--- src/rtl/vin_pattern_gen_pkg.sv ---
// vin_pattern_gen shared types and constants.
// State/mode encodings, LFSR taps and the LFSR step function.
package vin_pattern_gen_pkg;

   localparam int NB_DEF = 11;

   // Fibonacci taps 8,6,5,4 -> bits 7,5,4,3
   localparam logic [7:0] LFSR_TAPS = 8'hB8;

   typedef enum logic [1:0] {
      S_IDLE,
      S_RUN,
      S_DRAIN,
      S_DONE
   } state_e;

   typedef enum logic [1:0] {
      M_CONT,
      M_ALT,
      M_LFSR,
      M_BURST
   } mode_e;

   function automatic logic [7:0] lfsr_next(
      input logic [7:0] l
   );
      return {l[6:0], ^(l & LFSR_TAPS)};
   endfunction

endpackage

--- src/rtl/vin_pattern_gen_if.sv ---
// DIN/VIN stream bundle from the pattern generator to the filter.
// Ports: VOUT, DOUT, c2/c1/c0/b0 coefficients, END_SIM.
interface vin_pattern_gen_if
   import vin_pattern_gen_pkg::*;
#(
   parameter int NB = NB_DEF
) ();

   logic                 VOUT;
   logic signed [NB-1:0] DOUT;
   logic signed [NB-1:0] c2;
   logic signed [NB-1:0] c1;
   logic signed [NB-1:0] c0;
   logic signed [NB-1:0] b0;
   logic                 END_SIM;

   modport master (
      output VOUT, DOUT,
      output c2, c1, c0, b0,
      output END_SIM
   );

   modport slave (
      input VOUT, DOUT,
      input c2, c1, c0, b0,
      input END_SIM
   );

endinterface

--- src/rtl/vin_pattern_gen_gap_gen.sv ---
// Gap pattern source: gate g for continuous/alternate/LFSR/burst.
// Ports: clk, rst_n, mode_i, start_i (run start), adv_i, g_o.
module gap_gen
   import vin_pattern_gen_pkg::*;
#(
   parameter int         BURST = 4,
   parameter logic [7:0] SEED  = 8'hA5
) (
   input  logic  clk,
   input  logic  rst_n,
   input  mode_e mode_i,
   input  logic  start_i,
   input  logic  adv_i,
   output logic  g_o
);

   localparam int BW = $clog2(2 * BURST);
   localparam logic [BW-1:0] BLAST = BW'(2 * BURST - 1);
   localparam logic [BW-1:0] BON   = BW'(BURST);

   logic [7:0]    lfsr_q, lfsr_d;
   logic          tog_q, tog_d;
   logic [BW-1:0] bcnt_q, bcnt_d;

   // LFSR is free-running across runs; only reset reseeds it
   always_comb begin
      lfsr_d = lfsr_q;
      tog_d  = tog_q;
      bcnt_d = bcnt_q;
      if (adv_i) begin
         lfsr_d = lfsr_next(lfsr_q);
      end
      if (start_i) begin
         tog_d  = 1'b1;
         bcnt_d = '0;
      end else if (adv_i) begin
         tog_d  = ~tog_q;
         bcnt_d = (bcnt_q == BLAST) ? '0 : bcnt_q + 1'b1;
      end
   end

   always_ff @(posedge clk or negedge rst_n) begin
      if (!rst_n) begin
         lfsr_q <= SEED;
         tog_q  <= 1'b1;
         bcnt_q <= '0;
      end else begin
         lfsr_q <= lfsr_d;
         tog_q  <= tog_d;
         bcnt_q <= bcnt_d;
      end
   end

   always_comb begin
      g_o = 1'b1;
      unique case (mode_i)
         M_CONT:  g_o = 1'b1;
         M_ALT:   g_o = tog_q;
         M_LFSR:  g_o = lfsr_q[0];
         M_BURST: g_o = (bcnt_q < BON);
         default: g_o = 1'b1;
      endcase
   end

endmodule

--- src/rtl/vin_pattern_gen.sv ---
// Preloaded-sample stimulus source for the filter DIN/VIN input.
// Ports: CLK, RST_n, write port, NSAMP/MODE/START, BUSY, vin bundle.
module vin_pattern_gen
   import vin_pattern_gen_pkg::*;
#(
   parameter int                 NB    = NB_DEF,
   parameter int                 DEPTH = 64,
   parameter int                 AW    = 6,
   parameter int                 BURST = 4,
   parameter int                 DRAIN = 8,
   parameter logic signed [NB-1:0] C2  = '0,
   parameter logic signed [NB-1:0] C1  = '0,
   parameter logic signed [NB-1:0] C0  = '0,
   parameter logic signed [NB-1:0] B0  = '0,
   parameter logic [7:0]         SEED  = 8'hA5
) (
   input  logic                 CLK,
   input  logic                 RST_n,
   input  logic                 WE,
   input  logic [AW-1:0]        WADDR,
   input  logic signed [NB-1:0] WDATA,
   input  logic [AW:0]          NSAMP,
   input  logic [1:0]           MODE,
   input  logic                 START,
   output logic                 BUSY,
   vin_pattern_gen_if.master    vin
);

   localparam int DW = $clog2(DRAIN + 2);
   localparam logic [AW:0]   DEPTH_N = (AW + 1)'(DEPTH);
   localparam logic [DW-1:0] DRAIN_N = DW'(DRAIN);

   state_e               state_q, state_d;
   logic                 vout_q, vout_d;
   logic signed [NB-1:0] dout_q, dout_d;
   logic [AW-1:0]        rd_q, rd_d;
   logic [AW:0]          sent_q, sent_d;
   logic [AW:0]          n_q, n_d;
   mode_e                mode_q, mode_d;
   logic [DW-1:0]        dcnt_q, dcnt_d;
   logic                 g, go, run;

   logic signed [NB-1:0] mem [DEPTH];

   assign run = (state_q == S_RUN);
   assign go  = START &&
                (state_q == S_IDLE || state_q == S_DONE);

   always_ff @(posedge CLK) begin
      if (WE && state_q == S_IDLE) begin
         mem[WADDR] <= WDATA;
      end
   end

   gap_gen #(
      .BURST (BURST),
      .SEED  (SEED)
   ) u_gap (
      .clk     (CLK),
      .rst_n   (RST_n),
      .mode_i  (mode_q),
      .start_i (go),
      .adv_i   (run),
      .g_o     (g)
   );

   always_comb begin
      state_d = state_q;
      vout_d  = 1'b0;
      dout_d  = dout_q;
      rd_d    = rd_q;
      sent_d  = sent_q;
      n_d     = n_q;
      mode_d  = mode_q;
      dcnt_d  = dcnt_q;
      unique case (state_q)
         S_IDLE, S_DONE: begin
            if (START) begin
               state_d = S_RUN;
               mode_d  = mode_e'(MODE);
               rd_d    = '0;
               sent_d  = '0;
               // 0 and anything beyond the memory mean "all of it"
               if (NSAMP == '0 || NSAMP > DEPTH_N) begin
                  n_d = DEPTH_N;
               end else begin
                  n_d = NSAMP;
               end
            end
         end
         S_RUN: begin
            if (g) begin
               vout_d = 1'b1;
               dout_d = mem[rd_q];
               rd_d   = rd_q + 1'b1;
               sent_d = sent_q + 1'b1;
               if (sent_d == n_q) begin
                  state_d = S_DRAIN;
                  dcnt_d  = '0;
               end
            end
         end
         S_DRAIN: begin
            // first DRAIN cycle still shows the last VOUT
            if (dcnt_q == DRAIN_N) begin
               state_d = S_DONE;
            end else begin
               dcnt_d = dcnt_q + 1'b1;
            end
         end
         default: state_d = S_IDLE;
      endcase
   end

   always_ff @(posedge CLK or negedge RST_n) begin
      if (!RST_n) begin
         state_q <= S_IDLE;
         vout_q  <= 1'b0;
         dout_q  <= '0;
         rd_q    <= '0;
         sent_q  <= '0;
         n_q     <= DEPTH_N;
         mode_q  <= M_CONT;
         dcnt_q  <= '0;
      end else begin
         state_q <= state_d;
         vout_q  <= vout_d;
         dout_q  <= dout_d;
         rd_q    <= rd_d;
         sent_q  <= sent_d;
         n_q     <= n_d;
         mode_q  <= mode_d;
         dcnt_q  <= dcnt_d;
      end
   end

   assign BUSY        = (state_q == S_RUN) || (state_q == S_DRAIN);
   assign vin.VOUT    = vout_q;
   assign vin.DOUT    = dout_q;
   assign vin.END_SIM = (state_q == S_DONE);
   assign vin.c2      = C2;
   assign vin.c1      = C1;
   assign vin.c0      = C0;
   assign vin.b0      = B0;

endmodule

--- src/flat_wrapper.sv ---
// flat-port wrapper written by rule: the top's interface ports become plain ports
module vin_pattern_gen_flat import vin_pattern_gen_pkg::*;
#(
   parameter int                 NB    = NB_DEF,
   parameter int                 DEPTH = 64,
   parameter int                 AW    = 6,
   parameter int                 BURST = 4,
   parameter int                 DRAIN = 8,
   parameter logic signed [NB-1:0] C2  = '0,
   parameter logic signed [NB-1:0] C1  = '0,
   parameter logic signed [NB-1:0] C0  = '0,
   parameter logic signed [NB-1:0] B0  = '0,
   parameter logic [7:0]         SEED  = 8'hA5
)
  (CLK, RST_n, WE, WADDR, WDATA, NSAMP, MODE, START, BUSY, vin_VOUT, vin_DOUT, vin_c2, vin_c1, vin_c0, vin_b0, vin_END_SIM);
  vin_pattern_gen_if #(.NB(NB)) vin_i ();
  input  logic CLK;
  input  logic RST_n;
  input  logic WE;
  input  logic [AW-1:0] WADDR;
  input  logic signed [NB-1:0] WDATA;
  input  logic [AW:0] NSAMP;
  input  logic [1:0] MODE;
  input  logic START;
  output logic BUSY;
  output wire logic [$bits(vin_i.VOUT)-1:0] vin_VOUT;
  output wire logic [$bits(vin_i.DOUT)-1:0] vin_DOUT;
  output wire logic [$bits(vin_i.c2)-1:0] vin_c2;
  output wire logic [$bits(vin_i.c1)-1:0] vin_c1;
  output wire logic [$bits(vin_i.c0)-1:0] vin_c0;
  output wire logic [$bits(vin_i.b0)-1:0] vin_b0;
  output wire logic [$bits(vin_i.END_SIM)-1:0] vin_END_SIM;
  assign vin_VOUT = vin_i.VOUT;
  assign vin_DOUT = vin_i.DOUT;
  assign vin_c2 = vin_i.c2;
  assign vin_c1 = vin_i.c1;
  assign vin_c0 = vin_i.c0;
  assign vin_b0 = vin_i.b0;
  assign vin_END_SIM = vin_i.END_SIM;
  vin_pattern_gen #(.NB(NB), .DEPTH(DEPTH), .AW(AW), .BURST(BURST), .DRAIN(DRAIN), .C2(C2), .C1(C1), .C0(C0), .B0(B0), .SEED(SEED)) u_core (.CLK(CLK), .RST_n(RST_n), .WE(WE), .WADDR(WADDR), .WDATA(WDATA), .NSAMP(NSAMP), .MODE(MODE), .START(START), .BUSY(BUSY), .vin(vin_i));
endmodule
--- config.mk ---
export PLATFORM = sky130hd
export DESIGN_NAME = vin_pattern_gen_flat
export DESIGN_NICKNAME = d
export VERILOG_FILES = /design/src/rtl/vin_pattern_gen_pkg.sv /design/src/rtl/vin_pattern_gen_if.sv /design/src/rtl/vin_pattern_gen_gap_gen.sv /design/src/rtl/vin_pattern_gen.sv /design/src/flat_wrapper.sv
export SDC_FILE = /design/constraint.sdc
export NUM_CORES = 1
export LEC_CHECK = 0
export CAP_MARGIN = 20
export CELL_PAD_IN_SITES_DETAIL_PLACEMENT = 1
export CELL_PAD_IN_SITES_GLOBAL_PLACEMENT = 2
export CORE_MARGIN = 4
export CORE_UTILIZATION = 52
export DETAILED_ROUTE_END_ITERATION = 16
export PLACE_DENSITY_LB_ADDON = 0.2
export SKIP_CTS_REPAIR_TIMING = 1
export SYNTH_ARGS = -nofsm -noshare
export SYNTH_HDL_FRONTEND = slang
export SYNTH_SLANG_ARGS = --single-unit
--- constraint.sdc ---
create_clock -name CLK -period 5.5 [get_ports CLK]
set_input_delay 1.1 -clock CLK [delete_from_list [all_inputs] [get_ports CLK]]
set_output_delay 1.1 -clock CLK [all_outputs]
set_load 0.03 [all_outputs]
==> metrics <==
status=completed; largest net degree at the start of global routing=85; post-synthesis compound-gate area fraction=0.0404; synthesized cell area=30100 um^2; worst skew pair latency=0.63 ns; first-pass GRT wire length=113000 um; unrepaired setup endpoints after global routing=false; total number of vias=15400; Worst Hold Margin=0.496 ns; largest family of logic cells by synthesized area=multiplexers; Routed Antenna Nets=0; Die Y=249 um; initial drt markers=1585; drt drc=0; Pins Over Slew Limit=0; Core Footprint=56900 um^2; worst ir drop on vdd=0.272 mV; synthesized area per cell=19.3 um^2; asr flop ratio synth=0.0688; Worst Setup Start Kind=flop; post-synthesis cell type count=57; Clock Skew=0.0269 ns; synthesized flop and latch total=756; WL per Instance=31.1 um; post-synthesis xor/xnor area fraction=0.00465; number of global-route vias before repair=15800; slew margin rel.=0.274; setup TNS=0 ns; Final Core Density=0.591; leakage power=10.6 nW; cell-internal power=10.8 mW; Min-Delay Path Class=flop to flop; clock buffer depth=3; H-tree depth reported by CTS=3; Final Critical Period=3.68 ns; drt via density=6.30; CTS tree=done; dpl hpwl=45700 um; Critical Path Sink Type=flop; # IOs=88; placed insts=2302; final hold violations=0; PnR worst setup slack=1.82 ns; Final Cycle Share=0.669; Sink Count=756; FMAX=0.272 GHz; initial antenna violation count=2; metal3 WL=5230 um; total power draw=14.9 mW; Area after DPL=31100 um^2; Antenna Cells=0; Initial Utilization=0.529; most common flop cell mapped by yosys=edfxtp_1; worst endpoint data arrival time=3.91 ns; switching power=4.16 mW; Placer Congestion=0.805; total grt overflow=0; GRT Total Usage=0.247; Num CTS Buffers=77; Syn. warnings=0; mux share of post-synthesis cell area=0.143; post-synthesis adder-cell area fraction=0.00457; slew at the pin closest to its max-slew limit=1.08 ns; pwr/cell area=444 nW/um^2; switch share=0.278; Clk pin slew, worst setup/hold paths=0.06 ns; Synth Instances=1558; number of synthesized flops with an enable pin=704; worst slack, placed=1.25 ns; post-synthesis simple-gate area fraction=0.0345; drt pass-1 iters=5; clock network power share=0.347; Site Rows=87; register area share after synthesis=0.745; final WL=76200 um; Gate power share=0.204; chip width=249 um; Die ar.=61900 um^2; top sig layer=met4; Seq pwr share=0.450; Layout Area Growth over Synthesis=11.7%; MaxCap Viol Count=0; Met2 Wirelength=37000 um; fraction of layout cells with a size suffix above 1=0.203; kind of critical path=flop to flop; Worst Path Required=5.73 ns; fin area=33600 um^2; Worst Path Max Fanout=11; final setup vio count=0; Nets=1674; PortBufs=43; Metal-1 WL=32300 um; Non-Filler Instances=2449; root buffer cell=clkbuf_16
## cells in the mapped netlist (all sizes together), types with 11 or more instances
| cell | instances | area share |
|---|---|---|
| nor2 | 89 | 0.011 |
| edfxtp | 704 | 0.70 |
| clkbuf | 41 | 0.0051 |
| mux4 | 152 | 0.11 |
| ha | 11 | 0.0046 |
| a21oi | 21 | 0.0035 |
| buf | 86 | 0.022 |
| mux2 | 20 | 0.0075 |
| o22ai | 25 | 0.0052 |
| a32oi | 19 | 0.0055 |
| mux2i | 66 | 0.022 |
| nand3 | 23 | 0.0038 |
| dfrtp | 46 | 0.038 |
| nor2b | 18 | 0.0037 |
| o21ai | 30 | 0.0050 |
| a211oi | 20 | 0.0050 |
| o221ai | 14 | 0.0041 |
| nand2 | 53 | 0.0066 |
| o31ai | 15 | 0.0042 |
| nand2b | 14 | 0.0029 |
## worst max-delay path, cell delays in order, from the launching register on
cell,delay (ns)
dfrtp_1,0.42
inv_1,0.12
ha_1,0.46
nand2_1,0.16
nor2_1,0.31
nand3_1,0.72
nor2_1,1.09
## path summary, 6_finish.rpt
| check | start | end | slack (ns) | cells past startpoint |
|---|---|---|---|---|
| min in group asynchronous | RST_n | u_core.u_gap.lfsr_q[6]$_DFFE_PN0P_ | 0.62 | 2 |
| hold / removal | u_core.n_q[6]$_DFFE_PN1P_ | u_core.n_q[6]$_DFFE_PN1P_ | 0.50 | 2 |
| setup reg to reg | u_core.state_q[1]$_DFFE_PN0P_ | u_core.mem[61][4]$_DFFE_PP_ | 1.82 | 6 |
| setup / recovery | u_core.state_q[1]$_DFFE_PN0P_ | u_core.mem[61][4]$_DFFE_PP_ | 1.82 | 6 |
| hold reg to reg | u_core.n_q[6]$_DFFE_PN1P_ | u_core.n_q[6]$_DFFE_PN1P_ | 0.50 | 2 |
| max in group asynchronous | RST_n | u_core.rd_q[0]$_DFFE_PN0P_ | 4.29 | 2 |
## cells in the final DEF (no fill, tap or decap), types with 10 or more instances in the layout
cell and instances:
a211oi_1 20, a21oi_1 21, a32oi_1 19, buf_2 12, buf_4 33, clkbuf_1 20, clkbuf_16 80, clkdlybuf4s50_1 31
clkinv_1 15, clkinv_2 11, conb_1 44, dfrtp_1 42, edfxtp_1 704, ha_1 11, inv_1 10, mux2_2 20
mux2i_1 66, mux4_2 152, nand2_1 53, nand2b_1 14, nand3_1 22, nor2_1 89, nor2b_1 17, o21ai_0 29
o221ai_1 14, o22ai_1 25, o31ai_1 14, xnor2_1 10
## state kept, by name (all words and copies together), names as in the netlist
signal,cells
u_core.u_gap.bcnt_q,3
u_core.state_q,2
u_core.u_gap.lfsr_q,8
u_core.n_q,7
u_core.vin.VOUT,1
u_core.vin.DOUT,11
u_core.dcnt_q,4
u_core.rd_q,6
u_core.mode_q,2
u_core.mem,704
u_core.sent_q,7
u_core.u_gap.tog_q,1
## cell type report
type	instances	area, um^2
clock buffers	100	2080
fillers	4855	23300
repair buffers	80	689
flip-flops and latches	756	22500
clock inverters	39	417
multi-input cells	708	7020
inverters	10	37.5
well taps	756	946
## power by group through the flow
stage                     logic [mW]  clock network, mW  registers [mW]
after floorplan                 2.15                  0            6.76
after global placement          2.99                  0            6.84
after detailed placement        3.04                  0            6.84
after CTS                       3.07               5.27            6.73
after global routing            3.24               5.54            6.75
final                           3.04               5.18            6.73
## per-layer routing
metal,global-route usage,vias to the layer above
li1,-,6409
met1,0.365,8320
met2,0.391,607
met3,0.0473,94
met4,0.0572,0
met5,0,-
## cell families (layout without fill, tap and decap cells)
kind of cell,Yosys count,after routing
fa+ha+maj,11,11
compound gates,173,173
buf+inv,137,229
simple gates,226,226
xor+xnor,16,16
mux,238,238
other cells,1,44
flops,756,756
Power figures use the tool's default switching activity.
